## src/rtl/conv_pkg.sv

```systemverilog
// Shared constants for the conv1d datapath.
//   BW         : weight element width (signed)
//   BIAS_BW    : bias width (signed)
//   FILTER_LEN : kernel taps per filter (one weight bank per tap)
//   NUM_BANKS  : weight banks plus the bias bank
//   BANK_BW    : width of the manual-port bank selector
//   BANK_BIAS  : selector value that addresses the bias bank
package conv_pkg;
  localparam int BW         = 8;
  localparam int BIAS_BW    = 32;
  localparam int FILTER_LEN = 3;
  localparam int NUM_BANKS  = 4;
  localparam int BANK_BW    = 2;
  localparam logic [BANK_BW-1:0] BANK_BIAS = 2'd3;
endpackage

```

## src/rtl/conv_mem_bank.sv

```systemverilog
// Register-file bank, DEPTH entries of W bits.
//   clk_i/rst_i           : clock, sync active-high reset (clears read regs only)
//   wr_en_i/addr/data     : sync write port
//   rd_en_i/rd_addr_i     : manual read; rd_data_o registered, holds when idle
//   st_en_i/st_addr_i     : stream read; st_data_o registered, holds when idle
// Contents are not reset. A read of an entry written on the same edge
// returns the old value.
module conv_mem_bank #(
  parameter  int W     = 8,
  parameter  int DEPTH = 8,
  localparam int AW    = $clog2(DEPTH)
) (
  input  logic          clk_i,
  input  logic          rst_i,
  input  logic          wr_en_i,
  input  logic [AW-1:0] wr_addr_i,
  input  logic [W-1:0]  wr_data_i,
  input  logic          rd_en_i,
  input  logic [AW-1:0] rd_addr_i,
  output logic [W-1:0]  rd_data_o,
  input  logic          st_en_i,
  input  logic [AW-1:0] st_addr_i,
  output logic [W-1:0]  st_data_o
);
  logic [W-1:0] mem_q [DEPTH];
  logic [W-1:0] rd_q, st_q;

  always_ff @(posedge clk_i) begin
    if (wr_en_i) mem_q[wr_addr_i] <= wr_data_i;
  end

  always_ff @(posedge clk_i) begin
    if (rst_i) begin
      rd_q <= '0;
      st_q <= '0;
    end else begin
      if (rd_en_i) rd_q <= mem_q[rd_addr_i];
      if (st_en_i) st_q <= mem_q[st_addr_i];
    end
  end

  assign rd_data_o = rd_q;
  assign st_data_o = st_q;
endmodule

```

## src/rtl/conv_weight_mem.sv

```systemverilog
// Weight/bias store for the conv1d layer. Streams {tap0,tap1,tap2,bias}
// for filters 0..NUM_FILTERS-1, once per frame position, one filter per
// advance (cycle_en_i & ready_i), with 1-cycle latency.
//   clk_i, rst_i                 : clock, sync active-high reset
//   cycle_en_i, ready_i          : stream advance qualifiers
//   rd_en_i, wr_en_i             : manual read / write strobes
//   rd_wr_bank_i, rd_wr_addr_i   : bank (0..2 taps, 3 bias) and filter index
//   wr_data_i / rd_data_o        : manual data; bias sign-extended on read
//   data0_o..data2_o, bias_o     : streamed parameters of the current filter
//   valid_o, last_o              : beat valid; final filter of final position
module conv_weight_mem
  import conv_pkg::*;
#(
  parameter  int BW          = conv_pkg::BW,
  parameter  int BIAS_BW     = conv_pkg::BIAS_BW,
  parameter  int FRAME_LEN   = 50,
  parameter  int COLUMN_LEN  = 13,
  parameter  int NUM_FILTERS = 8,
  localparam int VECTOR_BW   = COLUMN_LEN*BW,
  localparam int ADDR_BW     = $clog2(NUM_FILTERS)
) (
  input  logic                 clk_i,
  input  logic                 rst_i,
  input  logic                 cycle_en_i,
  input  logic                 rd_en_i,
  input  logic                 wr_en_i,
  input  logic [BANK_BW-1:0]   rd_wr_bank_i,
  input  logic [ADDR_BW-1:0]   rd_wr_addr_i,
  input  logic [VECTOR_BW-1:0] wr_data_i,
  output logic [VECTOR_BW-1:0] rd_data_o,
  output logic [VECTOR_BW-1:0] data0_o,
  output logic [VECTOR_BW-1:0] data1_o,
  output logic [VECTOR_BW-1:0] data2_o,
  output logic [BIAS_BW-1:0]   bias_o,
  output logic                 valid_o,
  output logic                 last_o,
  input  logic                 ready_i
);
  localparam int FRAME_BW = $clog2(FRAME_LEN);
  localparam logic [ADDR_BW-1:0]  FILT_MAX  = ADDR_BW'(NUM_FILTERS-1);
  localparam logic [FRAME_BW-1:0] FRAME_MAX = FRAME_BW'(FRAME_LEN-1);

  logic [ADDR_BW-1:0]  filter_cnt_q, filter_cnt_d;
  logic [FRAME_BW-1:0] frame_cnt_q, frame_cnt_d;
  logic                adv, last_d;
  logic                valid_q, last_q;
  logic [BANK_BW-1:0]  rd_bank_q;

  logic [FILTER_LEN-1:0][VECTOR_BW-1:0] w_st, w_rd;
  logic [BIAS_BW-1:0]                   b_st, b_rd;

  assign adv = cycle_en_i & ready_i;

  // Stream address is the pre-increment filter count, so the beat
  // registered on this edge belongs to filter_cnt_q.
  for (genvar k = 0; k < FILTER_LEN; k++) begin : g_wbank
    conv_mem_bank #(.W(VECTOR_BW), .DEPTH(NUM_FILTERS)) u_bank (
      .clk_i     (clk_i),
      .rst_i     (rst_i),
      .wr_en_i   (wr_en_i && (rd_wr_bank_i == BANK_BW'(k))),
      .wr_addr_i (rd_wr_addr_i),
      .wr_data_i (wr_data_i),
      .rd_en_i   (rd_en_i && (rd_wr_bank_i == BANK_BW'(k))),
      .rd_addr_i (rd_wr_addr_i),
      .rd_data_o (w_rd[k]),
      .st_en_i   (adv),
      .st_addr_i (filter_cnt_q),
      .st_data_o (w_st[k])
    );
  end

  conv_mem_bank #(.W(BIAS_BW), .DEPTH(NUM_FILTERS)) u_bias (
    .clk_i     (clk_i),
    .rst_i     (rst_i),
    .wr_en_i   (wr_en_i && (rd_wr_bank_i == BANK_BIAS)),
    .wr_addr_i (rd_wr_addr_i),
    .wr_data_i (wr_data_i[BIAS_BW-1:0]),
    .rd_en_i   (rd_en_i && (rd_wr_bank_i == BANK_BIAS)),
    .rd_addr_i (rd_wr_addr_i),
    .rd_data_o (b_rd),
    .st_en_i   (adv),
    .st_addr_i (filter_cnt_q),
    .st_data_o (b_st)
  );

  always_comb begin
    filter_cnt_d = filter_cnt_q;
    frame_cnt_d  = frame_cnt_q;
    last_d       = 1'b0;
    if (adv) begin
      if (filter_cnt_q == FILT_MAX) begin
        filter_cnt_d = '0;
        frame_cnt_d  = (frame_cnt_q == FRAME_MAX) ? '0 : frame_cnt_q + FRAME_BW'(1);
        last_d       = (frame_cnt_q == FRAME_MAX);
      end else begin
        filter_cnt_d = filter_cnt_q + ADDR_BW'(1);
      end
    end
  end

  always_ff @(posedge clk_i) begin
    if (rst_i) begin
      filter_cnt_q <= '0;
      frame_cnt_q  <= '0;
      valid_q      <= 1'b0;
      last_q       <= 1'b0;
      rd_bank_q    <= '0;
    end else begin
      filter_cnt_q <= filter_cnt_d;
      frame_cnt_q  <= frame_cnt_d;
      valid_q      <= adv;
      last_q       <= last_d;
      if (rd_en_i) rd_bank_q <= rd_wr_bank_i;
    end
  end

  // Each bank's read register holds, so steering by the last-read bank
  // keeps rd_data_o stable between reads.
  always_comb begin
    rd_data_o = '0;
    if (rd_bank_q == BANK_BIAS) rd_data_o = {{(VECTOR_BW-BIAS_BW){b_rd[BIAS_BW-1]}}, b_rd};
    else                        rd_data_o = w_rd[rd_bank_q];
  end

  assign data0_o = w_st[0];
  assign data1_o = w_st[1];
  assign data2_o = w_st[2];
  assign bias_o  = b_st;
  assign valid_o = valid_q;
  assign last_o  = last_q;
endmodule

```

## config.mk

```make
export PLATFORM = sky130hd
export DESIGN_NAME = conv_weight_mem
export DESIGN_NICKNAME = d
export VERILOG_FILES = /design/src/rtl/conv_pkg.sv /design/src/rtl/conv_mem_bank.sv /design/src/rtl/conv_weight_mem.sv
export SDC_FILE = /design/constraint.sdc
export NUM_CORES = 2
export LEC_CHECK = 0
export CAP_MARGIN = 20
export CELL_PAD_IN_SITES_DETAIL_PLACEMENT = 0
export CELL_PAD_IN_SITES_GLOBAL_PLACEMENT = 1
export CORE_MARGIN = 2
export CORE_UTILIZATION = 50
export DETAILED_ROUTE_END_ITERATION = 8
export PLACE_DENSITY_LB_ADDON = 0.1
export SYNTH_ARGS = -nofsm -noshare
export SYNTH_HDL_FRONTEND = slang
export SYNTH_SLANG_ARGS = --single-unit
```

## constraint.sdc

```tcl
create_clock -name clk_i -period 13.6 [get_ports clk_i]
set_clock_uncertainty 0.2 [all_clocks]
set_input_delay 2.72 -clock clk_i [delete_from_list [all_inputs] [get_ports clk_i]]
set_output_delay 2.72 -clock clk_i [all_outputs]
set_load 0.005 [all_outputs]
```

* Word-level counts from Yosys, hierarchy flattened
Memory sizes are Yosys's and may differ from the RTL's. A register that Yosys moved wholly into a read port is not among the register bits. Cells that the tools add are included.
Storage, ports and cells: register bits after elaboration 13, memory bits (writable) 2752, input port bits 115, output and inout bits 450, logic and storage cells 45, memories kept 4
Memories:
- g_wbank[0].u_bank.mem_q | words 8, bits a word 104, rd ports 2, clocked after Yosys merged registers in 2, write ports 1, line conv_mem_bank.sv:25 | logic [W-1:0] mem_q [DEPTH];
- g_wbank[1].u_bank.mem_q | words 8, bits a word 104, rd ports 2, clocked after Yosys merged registers in 2, write ports 1, line conv_mem_bank.sv:25
- g_wbank[2].u_bank.mem_q | words 8, bits a word 104, rd ports 2, clocked after Yosys merged registers in 2, write ports 1, line conv_mem_bank.sv:25
- u_bias.mem_q | words 8, bits a word 32, rd ports 2, clocked after Yosys merged registers in 2, write ports 1, line conv_mem_bank.sv:25
Cells by class: add/subtract/negate cells 2, $lt $le $gt $ge 1, equality and inequality tests 6, mux-type cells 13, bitwise gates (word level) 3, reduce and logical (&&, ||, !) cells 11
Operator list (count):
- binary-select mux 104 bit (select 2 bit) | 1
- two-way mux 104 bit | 2
- logical AND 1 bit | 8
- two-way mux 1 bit | 8
- adder 6 x 1 -> 6 bit (second input constant) | 1
- == test 2 bit (second input constant) | 3
- == test 6 bit (second input constant) | 1
- two-way mux 6 bit | 1
- adder 3 x 1 -> 3 bit (second input constant) | 1
- == test 3 bit (second input constant) | 1
- less-than comparator 2 x 3 -> 1 bit (second input constant) | 1
- two-way mux 3 bit | 1
- OR reduction 3 bit | 1
- == test 2 x 1 -> 1 bit (second input constant) | 1
- logical NOT 2 bit | 1
- NOT 1 bit | 2
- AND reduction 2 bit | 1
- AND 1 bit | 1

* Depth between registers and ports, before layout
depth after elaboration 4, mapped depth 9

* Hierarchy
From an unflattened synthesis, not the netlist that was laid out.
Unflattened totals: cells, all modules 10073, area total of the unflattened synthesis 155125.0 sq um
Modules (own cells, without submodules):
- conv_mem_bank at g_wbank[1].u_bank ... | times used 2, cells an instance 2978, area an instance 45818.9 sq um, sequential area each 29148.0 sq um
- conv_mem_bank at g_wbank[0].u_bank | times used 1, cells an instance 2978, area an instance 46049.2 sq um, sequential area each 29148.0 sq um
- conv_mem_bank at u_bias | times used 1, cells an instance 928, area an instance 14256.2 sq um, sequential area each 8968.6 sq um
- conv_weight_mem | times used 1, cells an instance 211, area an instance 3181.8 sq um, sequential area each 260.2 sq um

* Worst setup path after synthesis
Ideal clock, no wire load.
path kind input-to-reg, from input rd_wr_addr_i[0], to memory g_wbank[0].u_bank.mem_q[0][0] (netlist name) (enable), library setup time 0.694 ns, data arrival time 10.847 ns, required time 12.706 ns, setup slack 1.859 ns, stages on the path 8, cell sequence buf_6 -> buf_6 -> inv_2 -> buf_2 -> buf_2 -> buf_2 -> nand2_1 -> nor3_1
RTL lines:
- start, declared | line conv_weight_mem.sv:28 | input logic [ADDR_BW-1:0] rd_wr_addr_i,
- end, declared | line conv_mem_bank.sv:25
No word-level cell before the write port.

* Worst setup path after layout
from register rd_bank_q[1], to output rd_data_o[95]
Between the ends: longest elaborated chain between the ends 3
RTL lines:
- start, declared | line conv_weight_mem.sv:47 | logic [BANK_BW-1:0] rd_bank_q;
- start signal, assigned | line conv_weight_mem.sv:113 | if (rd_en_i) rd_bank_q <= rd_wr_bank_i;
- binary-select mux 104 bit (select 2 bit) | line conv_weight_mem.sv:122 | else rd_data_o = w_rd[rd_bank_q];
- two-way mux 104 bit (not written as such) | line conv_weight_mem.sv:122
- two-way mux 104 bit * | line conv_weight_mem.sv:121 | if (rd_bank_q == BANK_BIAS) rd_data_o = {{(VECTOR_BW-BIAS_BW){b_rd[BIAS_BW-1]}}, b_rd};
- end, declared | line conv_weight_mem.sv:30 | output logic [VECTOR_BW-1:0] rd_data_o,
Mark *: on every way between the ends. The rest lies on a longest branch, timed or not. The select of a mux whose other input is x is not followed.

==> out/results.tsv <==
metric	value	unit
outcome	complete, no violations	
dieWidth	549.5	µm
worstSetupStartpointType	register	
clk_path_buf_depth	4	
slew_violations	0	
io_buffers	564	
p_switching	5895	µW
cp_slowest_cell	buf_4	
fin_crit	6.944	ns
async_flop_share	0	
crit_start	rd_bank_q[1]$_SDFFE_PP0P_	
clock.fmax	144.0	MHz
hold_buffers	0	
layout-drive-gt1-share	0.1872	
p_comb_frac	0.089	
dr.first_iter.drc_count	18406	
wl_met1	226200	µm
area_delta_synth_final	15.06	%
min_path_type	register to register	
power_frac_seq	0.485	
antenna_found_initial	94	
clock_sinks	3453	
ant_nets	0	
fin_crit_sh	0.5106	
wl	593400	µm
clkPwrFrac	0.427	
tightest_slew	1.343	ns
synth_area_leader_cell	edfxtp_1	
clock_tree.root_cell	clkbuf_16	
syn_avg_cell_area	15.23	µm²
dr.max_layer_used	met5	
synthTopCellsByArea	edfxtp_1 56%, dfxtp_1 9.4%, mux4_2 8.0%	
grt_max_degree	143	
dp_hpwl	338800	µm
yosysSeqAreaShare	0.6497	
route.detailed.drc	0	
top_level_ports	565	
grt.total_usage	0.3844	
clk_pin_slew_worst_paths	0.06	ns
grt_pass1_wl	806700	µm
setup_viol	0	
p_leak	0.05570	µW
critPathKind	register to output pin	
via_per_inst	7.223	
end_kind	output pin	
r2r_start	filter_cnt_q[0]$_SDFFE_PP0P_	
syn_inst	9772	
wl_met3	88900	µm
path_cells	buf_4 > mux4_2 > clkdlybuf4s50_1	
h-tree-depth	5	
yosys_warnings	0	
cts_tree	built	
synth_top_cell_area_share	0.5554	
placedInstanceArea	158100	µm²
slew_headroom	0.09804	
nets	10245	
hold_violations	0	
syn_nets	9891	
synth_edf_count	2752	
overflow	0	
max_cap_violations	0	
dr.pass1.iters	6	
p_total	24440	µW
multi_input_area	48320	µm²
fin_area	171200	µm²
vdd_drop_max	112.4	µV
critical_path_arrival	4.02	ns
cts_resized	0	
grt_pass1_vias	99162	
worst-path-max-fanout	50	
synth_area	148800	µm²
dieArea	302000	µm²
p_int	18540	µW
start_util	0.5018	
critical_path_required	10.68	ns
postCtsSetupBuffers	0	
cp_top_family	buffers and inverters	
fin_setup_tns	0	ns
path_buf_inv	2	
gp_congestion	0.9061	
core_area	296500	µm²
fillers	22939	
synth_ff_type	edfxtp_1	
rsz0062_at_grt	no	
powerDensity	142.7	nW/µm²
synth_seq_cells	3453	
met2_length	249500	µm
row_count	200	
vias	104148	
insertion_delay	0.95	ns
cts_buffers	366	
seq_area	96690	µm²
swShare	0.2412	
cp_slowest_stage_delay	0.88	ns
yosysUniqueCellTypes	61	
routedWlPerCell	41.16	µm
die_h	549.5	µm
hp-start	g_wbank[1].u_bank.st_data_o[23]$_SDFFE_PP0P_	
power groups by stage:
stage	Sequential (µW)	Combinational (µW)	Clock [µW]
final	11800	2160	10400
after global routing	11900	2220	10900
after CTS	11800	2090	10500
after detailed placement	12100	2090	0
after global placement	12100	2070	0
after floorplan	11900	1130	0
flip-flops by register name, summed over array words and instances (netlist names):
signal and count:
u_bias.rd_data_o 32, rd_bank_q 2, g_wbank.u_bank.mem_q 2496, u_bias.mem_q 256, filter_cnt_q 3, frame_cnt_q 6
last_o 1, g_wbank.u_bank.rd_data_o 312, g_wbank.u_bank.st_data_o 312, u_bias.st_data_o 32, valid_o 1
metal layers:
metal | vias to the layer above | track usage
met2 | 8304 | 0.5472
met5 | - | 0
met4 | 56 | 0.1658
met3 | 1386 | 0.1233
li1 | 40499 | -
met1 | 53903 | 0.5414
logic make-up (layout without fill, tap and decap cells):
kind of cell,Yosys count,count (layout),share of synthesized area
fa+ha+maj,4,4,0.0003364
buf+inv,902,1579,0.02840
xor+xnor,3,3,0.0001766
simple gates,1186,1186,0.03506
mux,1839,1839,0.1713
flops,3453,3453,0.6497
compound gates,2385,2385,0.1150
other cells,0,31,0
through the flow:
stage,util,instances,hold WS [ns],worst slack (ns)
finish,0.5774,14419,0.2918,6.656
detailed placement,0.5331,13672,0.2819,6.292
floorplan,-,9772,0.2653,1.859
CTS,0.5753,14363,0.2943,6.638
global route,0.5772,14394,0.3080,6.662
global placement,0.5326,13663,0.2773,6.308
cells in the final DEF (no fill, tap or decap), types with 238 or more instances in the layout:
cell | netlist | final
a221oi_1 | 307 | 307
buf_4 | 72 | 254
clkbuf_16 | 0 | 379
clkdlybuf4s50_1 | 0 | 544
dfxtp_1 | 701 | 696
edfxtp_1 | 2752 | 2752
mux2_2 | 304 | 304
mux2i_1 | 978 | 978
mux4_2 | 530 | 530
nor2_1 | 645 | 619
nor3_1 | 247 | 238
o21ai_0 | 444 | 444
o22ai_1 | 522 | 522
path summary, 6_finish.rpt:
| check | slack, ns | endpoint | depth (start not counted) |
|---|---|---|---|
| hold / removal | 0.29 | g_wbank[1].u_bank.st_data_o[23]$_SDFFE_PP0P_ | 2 |
| setup reg to reg | 8.33 | g_wbank[2].u_bank.st_data_o[65]$_SDFFE_PP0P_ | 7 |
| setup / recovery | 6.66 | rd_data_o[95] | 3 |
| hold reg to reg | 0.29 | g_wbank[1].u_bank.st_data_o[23]$_SDFFE_PP0P_ | 2 |
synthesized netlist by cell type (all sizes together) (3+ instances only):
cell	instances
a21o	53
nand3b	4
xnor2	3
o221ai	14
a211oi	22
nor3b	41
nand2	150
a211o	40
nand2b	22
o22ai	522
nor3	247
or2	27
a22o	104
a221o	111
mux2i	978
a22oi	227
nor2b	22
or3b	3
nand3	9
a31oi	46
and3	3
nor2	649
a2bb2oi	11
mux4	530
ha	4
a21oi	169
o22a	3
o221a	119
dfxtp	701
mux2	331
buf	457
o2bb2ai	84
edfxtp	2752
clkbuf	427
a311oi	70
a221oi	310
and2	6
inv	18
o21ai	477
layout make-up:
type	instances	area share
repair buffers	870	0.05028
well taps	3939	0.02879
clock inverters	165	0.01133
diodes	31	0.0004531
clock buffers	526	0.06173
multi-input cells	5417	0.2822
flip-flops and latches	3453	0.5647
inverters	18	0.0004969
worst reg2reg max path, cell delays in order, from the launching register on:
cell and delay (ns):
dfxtp_4 0.79, buf_4 0.72, buf_12 0.67, buf_4 1.25, mux2i_1 0.32, o22ai_1 0.11
nor3_1 0.93, nor2_1 0.11
(Power assumes the default switching activity.)
